### config.mk
export PLATFORM = sky130hd
export DESIGN_NAME = sram_arbiter
export DESIGN_NICKNAME = d
export VERILOG_FILES = /design/src/rtl/sram_arbiter.sv
export SDC_FILE = /design/constraint.sdc
export NUM_CORES = 1
export LEC_CHECK = 0
export ABC_AREA = 1
export CORE_AREA = 2 2 119 121
export CTS_CLUSTER_SIZE = 28
export DETAILED_ROUTE_END_ITERATION = 6
export DIE_AREA = 0 0 121 123
export PLACE_DENSITY = 0.78
export SLEW_MARGIN = 5
export SYNTH_ARGS = -nofsm -noshare
export SYNTH_HDL_FRONTEND = slang
export SYNTH_SLANG_ARGS = --single-unit
### constraint.sdc
create_clock -name clk -period 2 [get_ports clk]
set_input_delay 0.2 -clock clk [delete_from_list [all_inputs] [get_ports clk]]
set_output_delay 0.2 -clock clk [all_outputs]
set_load 0.02 [all_outputs]
### src/rtl/sram_arbiter.sv
// Two-port (video / CPU) sequencer for the shared 32-bit asynchronous SRAM on the 12-bit muxed bus.
// Define SRAM_ARB_FAIR_EN to bound consecutive video grants made while the CPU waits.
module sram_arbiter #(
    parameter int unsigned VID_RUN_MAX = 4
) (
    input  logic        clk,
    input  logic        rst,
    input  logic        cpu_req,
    input  logic        cpu_wr,
    input  logic        cpu_ben,
    input  logic [19:0] cpu_adr,
    input  logic [31:0] cpu_wdata,
    output logic [31:0] cpu_rdata,
    output logic        cpu_ack,
    input  logic        vid_req,
    input  logic [17:0] vid_adr,
    output logic [31:0] vid_rdata,
    output logic        vid_ack,
    output logic [11:0] SRabus,
    output logic        SRce,
    output logic        SRoe,
    output logic        SRwe,
    input  logic [31:0] sr_din,
    output logic [31:0] sr_dout,
    output logic        sr_dout_en
);

    localparam int unsigned DW    = 32;
    localparam int unsigned WAW   = 18;
    localparam int unsigned BEW   = 4;
    localparam int unsigned BUSW  = 12;
    localparam int unsigned RUN_W = 4;

    typedef enum logic [1:0] {IDLE, P0, P1, P2} state_t;

    state_t           state_q, state_d;
    logic             port_q, port_d;      // 1 = video owns the access
    logic             wr_q, wr_d;
    logic [WAW-1:0]   wadr_q, wadr_d;
    logic [BEW-1:0]   be_n_q, be_n_d;
    logic             cpu_elig, vid_elig, grant_cpu, grant_vid;
    logic             cpu_ack_d, vid_ack_d;
    logic [DW-1:0]    cpu_rdata_d, vid_rdata_d, sr_dout_d;
    logic [BUSW-1:0]  srabus_d;
    logic             srce_d, sroe_d, srwe_d, sr_dout_en_d;
`ifdef SRAM_ARB_FAIR_EN
    logic [RUN_W-1:0] run_q, run_d;
`endif

    // Next state, access latch and the registered SRAM pins for the state being entered
    always_comb begin
        state_d      = state_q;
        port_d       = port_q;
        wr_d         = wr_q;
        wadr_d       = wadr_q;
        be_n_d       = be_n_q;
        cpu_ack_d    = 1'b0;
        vid_ack_d    = 1'b0;
        cpu_rdata_d  = cpu_rdata;
        vid_rdata_d  = vid_rdata;
        sr_dout_d    = sr_dout;
        grant_cpu    = 1'b0;
        grant_vid    = 1'b0;
        // a port is not re-granted in the cycle its ack is showing
        cpu_elig     = cpu_req & ~cpu_ack;
        vid_elig     = vid_req & ~vid_ack;
`ifdef SRAM_ARB_FAIR_EN
        run_d        = run_q;
`endif

        case (state_q)
            IDLE: begin
`ifdef SRAM_ARB_FAIR_EN
                if (cpu_elig && (run_q == RUN_W'(VID_RUN_MAX))) grant_cpu = 1'b1;
                else if (vid_elig)                               grant_vid = 1'b1;
                else if (cpu_elig)                               grant_cpu = 1'b1;
                if (!cpu_req || grant_cpu)
                    run_d = '0;
                else if (grant_vid && cpu_elig && (run_q != '1))
                    run_d = run_q + RUN_W'(1);
`else
                if (vid_elig)      grant_vid = 1'b1;
                else if (cpu_elig) grant_cpu = 1'b1;
`endif
                if (grant_vid || grant_cpu) begin
                    state_d = P0;
                    port_d  = grant_vid;
                    wr_d    = grant_cpu & cpu_wr;
                    wadr_d  = grant_vid ? vid_adr : cpu_adr[19:2];
                    be_n_d  = (grant_cpu && cpu_ben) ? ~(BEW'(1) << cpu_adr[1:0]) : '0;
                    if (grant_cpu && cpu_wr) sr_dout_d = cpu_wdata;
                end
            end
            P0: state_d = P1;
            P1: state_d = P2;
            P2: begin
                state_d   = IDLE;
                cpu_ack_d = ~port_q;
                vid_ack_d = port_q;
                if (!wr_q) begin
                    if (port_q) vid_rdata_d = sr_din;
                    else        cpu_rdata_d = sr_din;
                end
            end
            default: state_d = IDLE;
        endcase

        srce_d       = 1'b1;
        sroe_d       = 1'b1;
        srwe_d       = 1'b1;
        sr_dout_en_d = 1'b0;
        srabus_d     = '0;
        case (state_d)
            P0: srabus_d = {2'b00, wadr_d[17:8]};
            P1, P2: begin
                srce_d       = 1'b0;
                srabus_d     = {wadr_d[7:0], be_n_d[2], be_n_d[3], be_n_d[0], be_n_d[1]};
                sroe_d       = wr_d;
                sr_dout_en_d = wr_d;
                srwe_d       = ~(wr_d && (state_d == P2));
            end
            default: ;
        endcase
    end

    // State and registered outputs; reset drops strobes immediately, even mid-access
    always_ff @(posedge clk or negedge rst) begin
        if (!rst) begin
            state_q    <= IDLE;
            port_q     <= 1'b0;
            wr_q       <= 1'b0;
            wadr_q     <= '0;
            be_n_q     <= '0;
            cpu_ack    <= 1'b0;
            vid_ack    <= 1'b0;
            cpu_rdata  <= '0;
            vid_rdata  <= '0;
            sr_dout    <= '0;
            sr_dout_en <= 1'b0;
            SRabus     <= '0;
            SRce       <= 1'b1;
            SRoe       <= 1'b1;
            SRwe       <= 1'b1;
`ifdef SRAM_ARB_FAIR_EN
            run_q      <= '0;
`endif
        end else begin
            state_q    <= state_d;
            port_q     <= port_d;
            wr_q       <= wr_d;
            wadr_q     <= wadr_d;
            be_n_q     <= be_n_d;
            cpu_ack    <= cpu_ack_d;
            vid_ack    <= vid_ack_d;
            cpu_rdata  <= cpu_rdata_d;
            vid_rdata  <= vid_rdata_d;
            sr_dout    <= sr_dout_d;
            sr_dout_en <= sr_dout_en_d;
            SRabus     <= srabus_d;
            SRce       <= srce_d;
            SRoe       <= sroe_d;
            SRwe       <= srwe_d;
`ifdef SRAM_ARB_FAIR_EN
            run_q      <= run_d;
`endif
        end
    end

endmodule
### Word level (Yosys, flattened, before mapping)

Cells that the tools add are included.

| storage, ports and cells | value |
|---|---|
| flip-flop bits (word level) | 140 |
| input bits | 108 |
| word-level logic and storage cells | 63 |

| operators by class | value |
|---|---|
| equality and inequality tests | 6 |
| shifts and indexed selects | 1 |
| mux-type cells | 22 |
| bitwise logic cells | 9 |
| reductions and logical operators | 10 |

Operators with widths:

| cell | count |
|---|---|
| 2-to-1 mux 18 bit | 3 |
| one-hot mux 12 bit (2 select lines) | 1 |
| 2-to-1 mux 1 bit | 13 |
| 2-to-1 mux 4 bit | 3 |
| AND reduction 3 bit | 3 |
| == test 2 bit (second input constant) | 4 |
| one-hot mux 2 bit (4 select lines) | 1 |
| inverter 1 bit | 5 |
| == test 2 x 1 -> 1 bit (second input constant) | 2 |
| inverter 4 bit | 1 |
| << shifter 1 x 2 -> 4 bit (first input constant) | 1 |
| AND 1 bit | 3 |
| logical AND 1 bit | 3 |
| zero test 2 bit | 1 |
| 2-to-1 mux 2 bit | 1 |
| AND reduction 2 bit | 1 |
| OR reduction 2 bit | 1 |
| logical OR 1 bit | 1 |

### Depth between registers and ports, before layout

| logic depth | value |
|---|---|
| depth in word-level cells | 12 |
| mapped depth | 10 |
| gate-level depth less buffers | 9 |

### Worst setup path before layout

No wires, ideal clock.

| timing path | value |
|---|---|
| path kind | reg-to-reg |
| start | register vid_ack |
| end | register sr_dout[10] |
| library setup time | 0.130 ns |
| data arrival time | 1.226 ns |
| data required time | 1.870 ns |
| path slack | 0.644 ns |
| cell stages (with the launch flop) | 9 |
| period minus slack after synthesis | 1.356 ns |
| cell sequence | dfrtp_1 > inv_1 > nand2_2 > buf_6 > nand4_2 > buf_6 > buf_6 > nand2_1 > o21ai_0 |

| on the way | value |
|---|---|
| cells in the longest elaborated chain, start to end | 6 |
| elaborated cells between the ends (all ways) | 9 |
| those cells by class | mux: 4; bitwise: 2; reduce/logical: 3 |

Ends and longest elaborated chain:

| element | RTL line | source |
|---|---|---|
| from (decl) | 18 | `output logic vid_ack,` |
| from (signal assigned) | 154 | `vid_ack <= vid_ack_d;` |
| inverter 1 bit (*) | 66 | `vid_elig = vid_req & ~vid_ack;` |
| AND 1 bit (*) | 66 |  |
| 2-to-1 mux 1 bit | 82 | `if (vid_elig) grant_vid = 1'b1;` |
| 2-to-1 mux 1 bit | 71 | `case (state_q)` |
| logical OR 1 bit or logical AND 1 bit (tied branches) | 85, 91 |  |
| AND reduction 3 bit (no source line) (*) | - |  |
| to (signal assigned) | 157 | `sr_dout <= sr_dout_d;` |
| to (decl) | 24 | `output logic [31:0] sr_dout,` |

Every way passes the cells marked *; elsewhere a longest branch is shown, timed or not. The select of a mux whose other input is x is not followed.
A chain may end at the register's enable or synchronous reset.

### Worst setup path after layout

| timing path | value |
|---|---|
| start | register SRwe |
| end | output port SRwe |

RTL lines:

| element | RTL line | source |
|---|---|---|
| from (decl) | 22 | `output logic SRwe,` |
| from (signal assigned) | 162 | `SRwe <= srwe_d;` |

No word-level cell between the ends.

==> results by group <==
Outcome
  – Status: completed

Critical path
  – R2r setup slk: a little under 400 ps
  – Critical path launch point type: flip-flop
  – Termination of the worst setup path: SRwe
  – Cells along the critical path: clkdlybuf4s50_1
  – Reg2reg path depth: 4
  – WP data arrival: 1540 ps
  – Data required time of the worst path: ~1800 ps
  – Worst stage delay on the critical path: ~620 ps
  – Critical path start-end classification: flip-flop to output pin
  – Reg2Reg Launch Point: state_q[0]$_DFF_PN0_
  – Critical Path Slowest Stage Cell: sky130_fd_sc_hd__clkdlybuf4s50_1
  – Critical path buffers and inverters: 1
  – Endpoint of the lowest-slack register-to-register path: SRabus[11]$_DFF_PN0_
  – Number of stages on the worst setup path: 1
  – Cell family with the largest share of critical-path delay: buffers and inverters
  – CP max FO: 1
  – Critical Path Start: SRwe$_DFF_PN1_
  – Critical path endpoint category: output pin

Die
  – Total number of placement rows: 43
  – Die boundary height: approximately 120 µm
  – Effective utilization at floorplan: 0.428
  – Core area: approximately 14000 µm²
  – Die area: ~15000 µm²
  – Total I/O pin count: between 200 and 250
  – Die width: 121 µm

STA
  – Fraction of the cycle the final worst path needs: 0.870
  – Number of failing hold endpoints at the final stage: 0
  – Maximum frequency from static timing analysis: between 0.5 and 0.6 GHz
  – Total negative slack: 0 ps
  – Worst max-slew margin expressed relative to the limit: 0.602
  – Shortest period the worst path allows: 1740 ps
  – Worst hold margin: around 300 ps
  – Unrepaired setup endpoints after global routing: false
  – Final-report max-slew violation count: 0
  – Clock skew after layout: between 8 and 9 ps
  – Worst-margin pin slew: about 600 ps
  – Final setup violating endpoints: 0

Layout
  – Commonest non-fill, non-tap cells in the layout: 220 x sky130_fd_sc_hd__clkdlybuf4s50_1, 199 x sky130_fd_sc_hd__nand2_1, 137 x sky130_fd_sc_hd__dfrtp_1, 115 x sky130_fd_sc_hd__inv_1, 82 x sky130_fd_sc_hd__o21ai_0
  – Net count reported at finish: ~980
  – Most common cell after layout, fill and taps aside: sky130_fd_sc_hd__clkdlybuf4s50_1
  – Area added between synthesis and finish: 52.2%
  – Fraction of layout instances using a drive strength above 1: 0.0894
  – Diodes inserted: 0

Power and ir drop
  – Standby leakage power: between 0.004 and 0.005 µW
  – Internal portion of total power: 9260 µW
  – Seq pwr share: 0.330
  – Worst IR drop on VDD: roughly 1.1 mV
  – Power per cell area: between 1500 and 2000 nW/µm²
  – Combinational power share: 0.453
  – Clock Power Share: 0.217
  – Switching share of power: 0.373
  – Net switching power: between 5000 and 6000 µW

Yosys
  – Synth area leaders: sky130_fd_sc_hd__dfrtp_1 59%, sky130_fd_sc_hd__nand2_1 13%, sky130_fd_sc_hd__inv_1 7.4%, sky130_fd_sc_hd__o21ai_0 7.1%, sky130_fd_sc_hd__o21ai_2 3.6%
  – Share of the yosys chip area belonging to registers: 0.603
  – Count of state elements after synthesis: 140
  – Number of instances in the synthesized netlist: about 650
  – Synthesized area per cell: approximately 9.0 µm²
  – Share of synthesized cell area in full adder, half adder and majority cells: 0.00860
  – Mux contribution to synthesized area: 0
  – Post-Synth XOR/XNOR Area: 0
  – Number of nets in the synthesized netlist: between 700 and 800
  – Cell type with the highest aggregate area in the netlist: sky130_fd_sc_hd__dfrtp_1
  – Synth Area in Compound Gates: 0.116
  – Combinational family with the most area after synthesis: simple AND/OR/NAND/NOR gates
  – Yosys warning total: 0
  – Cell variety after synth: 21
  – Portion of synthesized cell area occupied by the leading cell type: 0.589
  – Post-synthesis instance area: 5820 µm²
  – Post-synthesis share of cell area spent on and, or, nand and nor gates: 0.167

Placement
  – IO buf count: 221
  – Final RePlAce weighted congestion: approximately 0.8
  – Placed wire-length estimate: about 10000 µm

Routing
  – Overall routed net length: about 14000 µm
  – Initial drt markers: 262
  – Total vias in the final route: ~4800
  – Remaining DRCs: 0
  – Average wire per cell in the routed design: 13.0 µm
  – Number of detailed-route iterations in the first pass: 4
  – Vias per std cell: about 4.5
  – Post-DRT Antenna Nets: 0

Clock tree
  – Worst skew pair latency: between 400 and 500 ps
  – Number of setup buffers added after CTS: 0
  – CTS tree: built
  – Clock Pin Slew Worst Setup and Hold Paths: 60 ps
  – Number of H-tree levels: 4
  – Root cell of the clock tree: sky130_fd_sc_hd__clkbuf_16
  – Clock Path Buffers: 2
  – Inserted Clock Buffers: 17
  – CTS Sinks: 140

Global route
  – Global route total overflow: 0
  – Number of antenna violations at the first check in global routing: 0
  – Maximum number of pins on one net before global-route repair: 66
  – Tot GR Track Use: 0.195
  – Wire length of the first global-routing pass: between 20000 and 25000 µm
  – Vias in the first global route: 4741

Min path
  – Min-Delay Path Class: input pin to async pin

Run
  – Number of maximum-capacitance violations: 0
-- state kept, by name (all words and copies together), names as in the netlist --
| signal | cells |
|---|---|
| state_q | 2 |
| port_q | 1 |
| SRabus | 12 |
| be_n_q | 4 |
| sr_dout | 32 |
| SRoe | 1 |
| SRwe | 1 |
| vid_ack | 1 |
| sr_dout_en | 1 |
| wadr_q | 18 |
| vid_rdata | 32 |
| cpu_rdata | 32 |
| SRce | 1 |
| wr_q | 1 |
| cpu_ack | 1 |
-- layer usage --
metal	share of wire	vias up	track usage
li1	-	2416	-
met1	0.42	2230	0.241
met2	0.48	144	0.305
met3	0.083	17	0.0812
met4	0.017	0	0.0778
met5	0	-	0
-- repair_timing --
action                     CTS  global route
hold endpoints to repair    44             0
hold buffers                 1             0
gates resized for setup      0             0
setup endpoints to repair    0             0
-- cell type report --
type | count | area, µm²
clock inverter | 10 | 138
tap | 180 | 225
timing repair buffer | 235 | 2370
multi-input combinational | 362 | 1710
fill | 1111 | 4750
sequential | 140 | 3510
inverter | 115 | 432
clock buffer | 22 | 474
-- stage by stage --
stage               instances  utilization  area, µm²  total power [µW]  worst slack, ps
finish                   1064        0.651       8860             14800              261
floorplan                 645            -       5820              8470              644
CTS                      1064        0.651       8860             14900              222
detailed placement       1031        0.605       8240             11600              333
global placement         1031        0.605       8240             11500              367
global route             1064        0.651       8860             15800              210
-- synth_stat cells --
cell type / n
sky130_fd_sc_hd__nand2_2: 4
sky130_fd_sc_hd__o21ai_2: 24
sky130_fd_sc_hd__or2_2: 1
sky130_fd_sc_hd__nor2_1: 9
sky130_fd_sc_hd__nand4_2: 1
sky130_fd_sc_hd__clkbuf_1: 13
sky130_fd_sc_hd__nand2_1: 200
sky130_fd_sc_hd__a21oi_1: 4
sky130_fd_sc_hd__buf_2: 5
sky130_fd_sc_hd__ha_1: 4
sky130_fd_sc_hd__o21ai_0: 82
sky130_fd_sc_hd__buf_6: 9
sky130_fd_sc_hd__and2_1: 5
sky130_fd_sc_hd__buf_4: 1
sky130_fd_sc_hd__dfrtp_1: 137
sky130_fd_sc_hd__nand3_1: 19
sky130_fd_sc_hd__inv_1: 115
sky130_fd_sc_hd__dfstp_2: 3
sky130_fd_sc_hd__nor2_4: 1
sky130_fd_sc_hd__nand3b_1: 1
sky130_fd_sc_hd__o21ai_1: 7
-- worst min path at each step --
| stage | start | end | slack (ps) |
|---|---|---|---|
| 3_3_place_gp | rst | vid_rdata[21]$_DFFE_PN0P_ | 180 |
| 2_1_floorplan | rst | SRabus[0]$_DFF_PN0_ | -100 |
| 5_1_grt | rst | vid_rdata[27]$_DFFE_PN0P_ | 330 |
| 3_5_place_dp | rst | cpu_rdata[21]$_DFFE_PN0P_ | 180 |
| 6_report | rst | vid_rdata[26]$_DFFE_PN0P_ | 310 |
| 4_1_cts | rst | vid_rdata[21]$_DFFE_PN0P_ | 310 |
-- power groups by stage --
stage,Sequential [µW],Combinational [µW],Clock [µW]
after global placement,4870,6620,0
final,4880,6680,3210
after detailed placement,4900,6740,0
after global routing,5030,7340,3430
after CTS,4890,6770,3280
after floorplan,6190,2290,0
-- cell families (layout without fill, tap and decap cells) --
logic type | count (synthesis) | count (layout)
flip-flops | 140 | 140
adder cells (fa/ha/maj) | 4 | 4
AO/OA/AOI/OAI | 117 | 117
AND/OR/NAND/NOR | 241 | 241
buffers and inverters | 143 | 382
Note: power is estimated with default switching activity, not from simulation.
